## src/rtl/fme_pkg.sv

```systemverilog
// Shared FME datapath types and widths.
// Used by the six-tap window feeder and the half-pel filter.
package fme_pkg;

  localparam int PIX_W  = 8;
  localparam int TAP_N  = 6;
  localparam int HALF_W = 13;

  typedef enum logic {
    RUN,
    DRAIN
  } feed_state_t;

endpackage

```

## src/rtl/tap_shift6.sv

```systemverilog
// Six-entry pixel register bank for the tap window.
// Exposes its next-state so a window can be captured on the same edge.
module tap_shift6 #(
  parameter int W = fme_pkg::PIX_W
) (
  input  logic                          clk,
  input  logic                          rst,
  input  logic                          i_load_all,
  input  logic                          i_shift,
  input  logic                          i_rep,
  input  logic [W-1:0]                  i_pix,
  output logic [fme_pkg::TAP_N*W-1:0]   o_nxt
);
  import fme_pkg::*;

  logic [W-1:0] r_s [TAP_N];
  logic [W-1:0] w_n [TAP_N];

  // next contents: replicate-load, shift in a pixel, or re-shift the newest
  always_comb begin
    for (int i = 0; i < TAP_N; i++) w_n[i] = r_s[i];
    if (i_load_all) begin
      for (int i = 0; i < TAP_N; i++) w_n[i] = i_pix;
    end else if (i_shift || i_rep) begin
      for (int i = 0; i < TAP_N - 1; i++) w_n[i] = r_s[i+1];
      w_n[TAP_N-1] = i_shift ? i_pix : r_s[TAP_N-1];
    end
  end

  // bank register
  always_ff @(posedge clk) begin
    if (rst) begin
      for (int i = 0; i < TAP_N; i++) r_s[i] <= '0;
    end else begin
      for (int i = 0; i < TAP_N; i++) r_s[i] <= w_n[i];
    end
  end

  // flatten, entry 0 (oldest) in the low bits
  always_comb begin
    for (int i = 0; i < TAP_N; i++) o_nxt[i*W +: W] = w_n[i];
  end

endmodule

```

## src/rtl/six_tap_window_feeder.sv

```systemverilog
// Sliding six-tap window feeder with edge replication for the half-pel filter.
// Optional start-of-row resync input enabled by SIX_TAP_FEED_SOR_EN.
module six_tap_window_feeder #(
  parameter int PIX_W   = fme_pkg::PIX_W,
  parameter int ROW_LEN = 16,
  parameter int COL_W   = $clog2(ROW_LEN)
) (
  input  logic             clk,
  input  logic             rst,
  input  logic             in_valid,
  output logic             in_ready,
  input  logic [PIX_W-1:0] in_pix,
`ifdef SIX_TAP_FEED_SOR_EN
  input  logic             in_sor,
  output logic             err_sync,
`endif
  output logic             out_valid,
  input  logic             out_ready,
  output logic [PIX_W-1:0] out_a,
  output logic [PIX_W-1:0] out_b,
  output logic [PIX_W-1:0] out_c,
  output logic [PIX_W-1:0] out_d,
  output logic [PIX_W-1:0] out_e,
  output logic [PIX_W-1:0] out_f,
  output logic [COL_W-1:0] out_col,
  output logic             out_last
);
  import fme_pkg::*;

  feed_state_t r_state;
  feed_state_t w_state_nxt;

  logic [COL_W-1:0]         r_col;
  logic [1:0]               r_dcnt;
  logic                     r_valid;
  logic [PIX_W-1:0]         r_tap [TAP_N];
  logic [COL_W-1:0]         r_ocol;
  logic                     r_last;

  logic                     w_slot_free;
  logic                     w_acc;
  logic                     w_dstep;
  logic                     w_sor;
  logic                     w_first;
  logic                     w_col_last;
  logic                     w_load;
  logic [COL_W-1:0]         w_wcol;
  logic [TAP_N*PIX_W-1:0]   w_nxt;

`ifdef SIX_TAP_FEED_SOR_EN
  logic r_err;
  assign w_sor    = in_sor;
  assign err_sync = r_err;
`else
  assign w_sor = 1'b0;
`endif

  assign w_slot_free = !r_valid || out_ready;
  assign w_acc       = in_valid && in_ready;
  assign w_first     = (r_col == '0) || w_sor;
  assign w_col_last  = (r_col == COL_W'(ROW_LEN - 1));
  assign w_load      = (w_acc && !w_first && (r_col >= COL_W'(3)))
                     || w_dstep;
  assign w_wcol      = w_dstep
                     ? COL_W'(ROW_LEN - 3) + COL_W'(r_dcnt)
                     : r_col - COL_W'(3);

  // state register
  always_ff @(posedge clk) begin
    if (rst) r_state <= RUN;
    else     r_state <= w_state_nxt;
  end

  // next state, input handshake and drain stepping
  always_comb begin
    w_state_nxt = r_state;
    in_ready    = 1'b0;
    w_dstep     = 1'b0;
    unique case (r_state)
      RUN: begin
        in_ready = w_slot_free;
        if (w_acc && w_col_last && !w_sor) w_state_nxt = DRAIN;
      end
      DRAIN: begin
        w_dstep = w_slot_free;
        if (w_dstep && (r_dcnt == 2'd2)) w_state_nxt = RUN;
      end
    endcase
  end

  tap_shift6 #(.W(PIX_W)) u_shift (
    .clk        (clk),
    .rst        (rst),
    .i_load_all (w_acc && w_first),
    .i_shift    (w_acc && !w_first),
    .i_rep      (w_dstep),
    .i_pix      (in_pix),
    .o_nxt      (w_nxt)
  );

  // column and drain counters
  always_ff @(posedge clk) begin
    if (rst) begin
      r_col  <= '0;
      r_dcnt <= '0;
    end else begin
      if (w_acc) begin
        if (w_first)         r_col <= COL_W'(1);
        else if (w_col_last) r_col <= '0;
        else                 r_col <= r_col + COL_W'(1);
      end
      if (w_dstep) r_dcnt <= (r_dcnt == 2'd2) ? 2'd0 : r_dcnt + 2'd1;
    end
  end

  // output window register, held under backpressure
  always_ff @(posedge clk) begin
    if (rst) begin
      r_valid <= 1'b0;
      r_ocol  <= '0;
      r_last  <= 1'b0;
      for (int i = 0; i < TAP_N; i++) r_tap[i] <= '0;
    end else if (w_load) begin
      r_valid <= 1'b1;
      r_ocol  <= w_wcol;
      r_last  <= w_dstep && (r_dcnt == 2'd2);
      for (int i = 0; i < TAP_N; i++) r_tap[i] <= w_nxt[i*PIX_W +: PIX_W];
    end else if (out_ready) begin
      r_valid <= 1'b0;
    end
  end

`ifdef SIX_TAP_FEED_SOR_EN
  // sticky flag for a start-of-row seen mid-row
  always_ff @(posedge clk) begin
    if (rst)                               r_err <= 1'b0;
    else if (w_acc && w_sor && r_col != '0) r_err <= 1'b1;
  end
`endif

  assign out_valid = r_valid;
  assign out_a     = r_tap[0];
  assign out_b     = r_tap[1];
  assign out_c     = r_tap[2];
  assign out_d     = r_tap[3];
  assign out_e     = r_tap[4];
  assign out_f     = r_tap[5];
  assign out_col   = r_ocol;
  assign out_last  = r_last;

endmodule

```

## config.mk

```make
export PLATFORM = sky130hd
export DESIGN_NAME = six_tap_window_feeder
export DESIGN_NICKNAME = d
export VERILOG_FILES = /design/src/rtl/fme_pkg.sv /design/src/rtl/tap_shift6.sv /design/src/rtl/six_tap_window_feeder.sv
export SDC_FILE = /design/constraint.sdc
export NUM_CORES = 1
export LEC_CHECK = 0
export ABC_AREA = 1
export CAP_MARGIN = 40
export CORE_ASPECT_RATIO = 1.25
export CORE_UTILIZATION = 54
export DETAILED_ROUTE_END_ITERATION = 8
export PLACE_DENSITY = 0.81
export RECOVER_POWER = 100
export SLEW_MARGIN = 20
export SYNTH_ARGS = -nofsm -noshare
export SYNTH_HDL_FRONTEND = slang
export SYNTH_SLANG_ARGS = --single-unit
```

## constraint.sdc

```tcl
create_clock -name clk -period 3.35 [get_ports clk]
set_clock_uncertainty 0.05 [all_clocks]
set_input_delay 0.8375 -clock clk [delete_from_list [all_inputs] [get_ports clk]]
set_output_delay 0.8375 -clock clk [all_outputs]
set_load 0.005 [all_outputs]
```

==> results.cfg, run 1 <==
[sta]
min_period_ps = 3086
worst_pin_slew_ps = 1043
setup_violations = 0
period_share_pct = 92.11
fmax_mhz = 324.1
finalHoldViolations = 0
tns_ps = 0
timing.slew.headroom_pct = 30.44
drv_slew = 0
rsz0062_at_grt = no

[cells_and_area]
final_nets = 590
drive_gt1_share_pct = 4.853
diodes = 0
area_delta_synth_final_pct = 20.74
stdcell_area_mm2 = 0.005493

[synthesis]
synth_edf_count = 48
synthFlopType = dfxtp_1
synth_fp_nets = 533
ys_warn_count = 0
netlist_instances = 515
synthTopCellsByCount = 89 x a21oi_1, 86 x nand3_1, 82 x nand2_1
avgSynthCellArea_um2 = 8.834
yosysUniqueCellTypes = 24
synth.most_common_cell = a21oi_1
ys_top_cells_by_area = edfxtp_1 32%, dfxtp_1 27%, a21oi_1 9.8%
synth_area_mm2 = 0.004549
postSynth.asyncResetShare_pct = 0
ys_seq_area_share_pct = 58.53
ys_seq_elements = 109
synth_area_leader_cell = edfxtp_1
synth_top_cell_area_share_pct = 31.68

[worst_setup_path]
required_ps = 2460
reg2reg_slack_ps = 920
path_buf_inv = 3
critical-path-top-delay-family = buffers and inverters
slowest_delay_ps = 560
rr_worst_depth = 10
cp_slowest_cell = clkdlybuf4s50_1
crit_fanout = 3
critPathKind = in2out
crit_chain = dlygate4sd3_1 > inv_1 > a21oi_1 > clkdlybuf4s50_1
r2r_start = r_col[0]
startpoint = out_ready
r2r_end = r_tap[3][6]
cp-start-kind = input pin
arrival_ps = 2200
cp-end-kind = primary output

[floorplan]
die_h_um = 104.6
placementRows = 37
io_pins = 67
initial_core_util_pct = 55.52
die_x_um = 84.10
die_area_mm2 = 0.008798
core_region_area_mm2 = 0.008194

[detailed_routing]
via_per_inst = 5.694
ant_nets = 0
dr.pass1.iters = 8
drc = 8
routed_wl_mm = 10.44
drt_iter0_drc = 331
num_vias = 3838
wl_per_cell_um = 15.49

[cts]
cts_buffers = 9
htreeDepth = 3
clockBufferDepth = 2
holdBufCountCts = 0
clk_pin_slew_ps = 90
insertion_delay_ps = 370
cts_tree = built
cts_setup_buffers = 0
cts_resized = 0
cts_sinks = 109
clockRootBuffer = clkbuf_8

[grt]
grt_usage_pct = 24.22
grt_pass1_wl_mm = 16.64
grt_overflow_total = 0
antenna_found_initial = 0
grt_pass1_vias = 3589
grt_start_max_net_pins = 52

[status]
status = complete, but fails checks
failed_checks = DRC

[power_and_ir_drop]
ir_drop_mv = 0.3060
powerDensity_mw_per_mm2 = 497.8
p_leak_nw = 2.325
switching_power_uw = 667.9
clkPwrFrac_pct = 34.7
p_seq_share_pct = 53.8
combPwrFrac_pct = 11.4
netSwitchingFraction_pct = 24.43
internal_power_mw = 2.066

[worst_hold_path]
whs_endpoint = out_last
min_from = out_last
hp-class = reg2reg
holdPathStages = 2

[place]
routabilityCongestion = 0.8242
place.port_buffers = 66
placed_area_mm2 = 0.005278
dp_hpwl_mm = 6.492

[flow_run]
maxCapViolations = 0
## cell type report
type	count	area, um^2
fillers	613	2701
clock buffers	9	123.9
repair buffers	75	721.9
well taps	97	121.4
flip-flops and latches	109	2663
inverters	66	247.7
clock inverters	7	121.4
multi-input cells	311	1494
## tightest hold or removal path, cell delays in order (launching register included)
cell	delay, ps
dfxtp_1	320
nand2_1	60
a21oi_1	50
## flip-flops by register name, summed over array words and instances (netlist names)
| signal | count |
|---|---|
| out_col | 4 |
| r_dcnt | 2 |
| u_shift.r_s | 48 |
| r_col | 4 |
| out_last | 1 |
| r_state | 1 |
| out_valid | 1 |
| r_tap | 48 |
## power by group through the flow
stage	Clock, mW	Sequential [mW]	Combinational (mW)
floorplan	0	1.50	0.201
global placement	0	1.50	0.303
detailed placement	0	1.50	0.314
CTS	0.957	1.47	0.319
global route	1.00	1.48	0.346
finish	0.950	1.47	0.312
## how the worst max path moves through the flow
stage | cells after the start | end | slack, ps
3_3_place_gp | 4 | in_ready | 420
3_5_place_dp | 4 | in_ready | 410
4_1_cts | 4 | in_ready | 400
5_1_grt | 4 | in_ready | 180
2_1_floorplan | 6 | r_tap[0][0] | 430
6_report | 4 | in_ready | 260
## layer usage
layer / vias to the layer above / track usage, % / wire, um
met5: - / 0 / 0
met4: 0 / 9.236 / 191
met3: 19 / 4.897 / 500
met2: 142 / 42.92 / 5648
met1: 1844 / 28.79 / 4096
li1: 1833 / - / -
## cells by family after synthesis
kind of cell	count (synthesis)	share of synthesized area (%)
compound gates	108	12.16
fa+ha+maj	6	1.650
buf+inv	95	8.333
flops	109	58.53
simple gates	197	19.33
## cell usage in the layout (no fill, tap or decap), drive strengths merged, types with 10 or more instances in the layout
cell,count
nor2,24
clkdlybuf4s50,10
inv,67
o21ai,14
dfxtp,61
edfxtp,48
clkbuf,14
nand2,85
a21oi,90
dlygate4sd3,55
nand3,87
## per-stage QoR
step	util, %	setup slack (ps)	hold WS, ps	std cells	total power [mW]
after floorplan	-	434.4	406.4	515	1.703
after CTS	67.40	403.4	426.2	674	2.749
after global routing	67.03	182.4	440.0	674	2.827
after detailed placement	64.41	413.3	409.8	658	1.817
after global placement	64.41	424.4	401.9	658	1.803
final	67.03	264.2	417.9	674	2.734
Power figures use the tool's default switching activity.
==> inputs of run 2 (changes only) <==
==> constraint.sdc (replaced) <==
create_clock -name clk -period 3.35 [get_ports clk]
set_clock_uncertainty 0.05 [all_clocks]
set_input_delay 0.8375 -clock clk [delete_from_list [all_inputs] [get_ports clk]]
set_output_delay 0.8375 -clock clk [all_outputs]
set_load 0.05 [all_outputs]
==> results.cfg, run 2 (same netlist as run 1, synthesis figures left out) <==
[place]
routabilityCongestion = 0.8704
dp_cells = 659
dp_hpwl_mm = 6.630
place.port_buffers = 66

[worst_setup_path]
reg2reg_slack_ps = 1000
arrival_ps = 2090
required_ps = 2460
cp-start-kind = input pin
crit_fanout = 3
cp-end-kind = primary output
critPathKind = in2out

[sta]
min_period_ps = 2975
tns_ps = 0
worst_pin_slew_ps = 893.8
finalHoldViolations = 0
drv_slew = 0
timing.slew.headroom_pct = 40.41
rsz0062_at_grt = no
fmax_mhz = 336.2
period_share_pct = 88.80
setup_violations = 0

[cts]
cts_resized = 0
holdBufCountCts = 0
cts_setup_buffers = 0
cts_buffers = 9
clockRootBuffer = clkbuf_8
clk_pin_slew_ps = 90
clockBufferDepth = 2
cts_tree = built
cts_sinks = 109
htreeDepth = 3
insertion_delay_ps = 360

[cells_and_area]
fin_cells = 675
diodes = 0
utilization_pct = 66.47
area_delta_synth_final_pct = 19.72
final_nets = 591
seq_area_mm2 = 0.002663
multi_input_area_mm2 = 0.001496
n_fill_cell = 646
layout_common_cells = 90 x a21oi_1, 86 x nand3_1, 83 x nand2_1, 64 x inv_1, 61 x dfxtp_1
largestRegisters = r_tap x48, u_shift.r_s x48
drive_gt1_share_pct = 5.363
final_common_cell = a21oi_1

[floorplan]
core_region_area_mm2 = 0.008194
io_pins = 67
die_x_um = 84.10
initial_core_util_pct = 55.52
die_area_mm2 = 0.008798
die_h_um = 104.6
placementRows = 37

[detailed_routing]
wl_per_cell_um = 15.21
num_vias = 3811
ant_nets = 0
drc = 6
via_per_inst = 5.646
drt_iter0_drc = 381
dr.pass1.iters = 7
routed_wl_mm = 10.27

[power_and_ir_drop]
ir_drop_mv = 0.2754
powerDensity_mw_per_mm2 = 486.0
p_leak_nw = 2.297

[grt]
grt_pass1_vias = 3646
antenna_found_initial = 0
grt_overflow_total = 0
grt_start_max_net_pins = 57
grt_usage_pct = 23.95
grt_pass1_wl_mm = 16.66

[status]
failed_checks = DRC
status = complete, but fails checks

[flow_run]
maxCapViolations = 0

[worst_hold_path]
hp-class = reg2reg
run 2: final timing paths:
check        startpoint     endpoint  cells past startpoint
max           out_ready     in_ready                      4
min            out_last     out_last                      2
max reg2reg    r_col[0]  r_tap[2][5]                      8
min reg2reg    out_last     out_last                      2
run 2: critical path, stage by stage:
cell	delay [ps]
clkdlybuf4s50_1	450
inv_1	40
a21oi_1	250
clkbuf_1	510
run 2: report_power, final:
part / switching, mW / internal, mW / leakage (nW) / total, mW
Clock: 0.429 / 0.368 / 0.0959 / 0.797
Sequential: 0.0204 / 1.45 / 1.00 / 1.47
Combinational: 0.264 / 0.113 / 1.20 / 0.377
Total: 0.713 / 1.93 / 2.30 / 2.65
run 2: metal layers:
layer | GRT usage (%) | vias up | part of all wire, %
met4 | 12.32 | 0 | 3.2
li1 | - | 1828 | -
met1 | 28.50 | 1795 | 39
met2 | 42.51 | 164 | 53
met5 | 0 | - | 0
met3 | 2.607 | 24 | 5.0
run 2: final cells by class:
| type | count | share of cell area [%] |
|---|---|---|
| clock inverters | 5 | 1.080 |
| well taps | 97 | 2.228 |
| inverters | 66 | 4.549 |
| flip-flops and latches | 109 | 48.89 |
| clock buffers | 11 | 2.596 |
| repair buffers | 76 | 13.19 |
| multi-input cells | 311 | 27.48 |
run 2: through the flow:
step	total power, mW	worst slack (ps)	area (um^2)	hold WS [ps]
3_3_place_gp	1.873	452.3	5295	403.9
4_1_cts	2.668	700.4	5495	428.8
2_1_floorplan	1.773	396.8	4552	434.4
5_1_grt	2.753	326.7	5446	457.4
6_report	2.647	375.2	5446	421.7
3_5_place_dp	1.886	394.0	5295	416.3
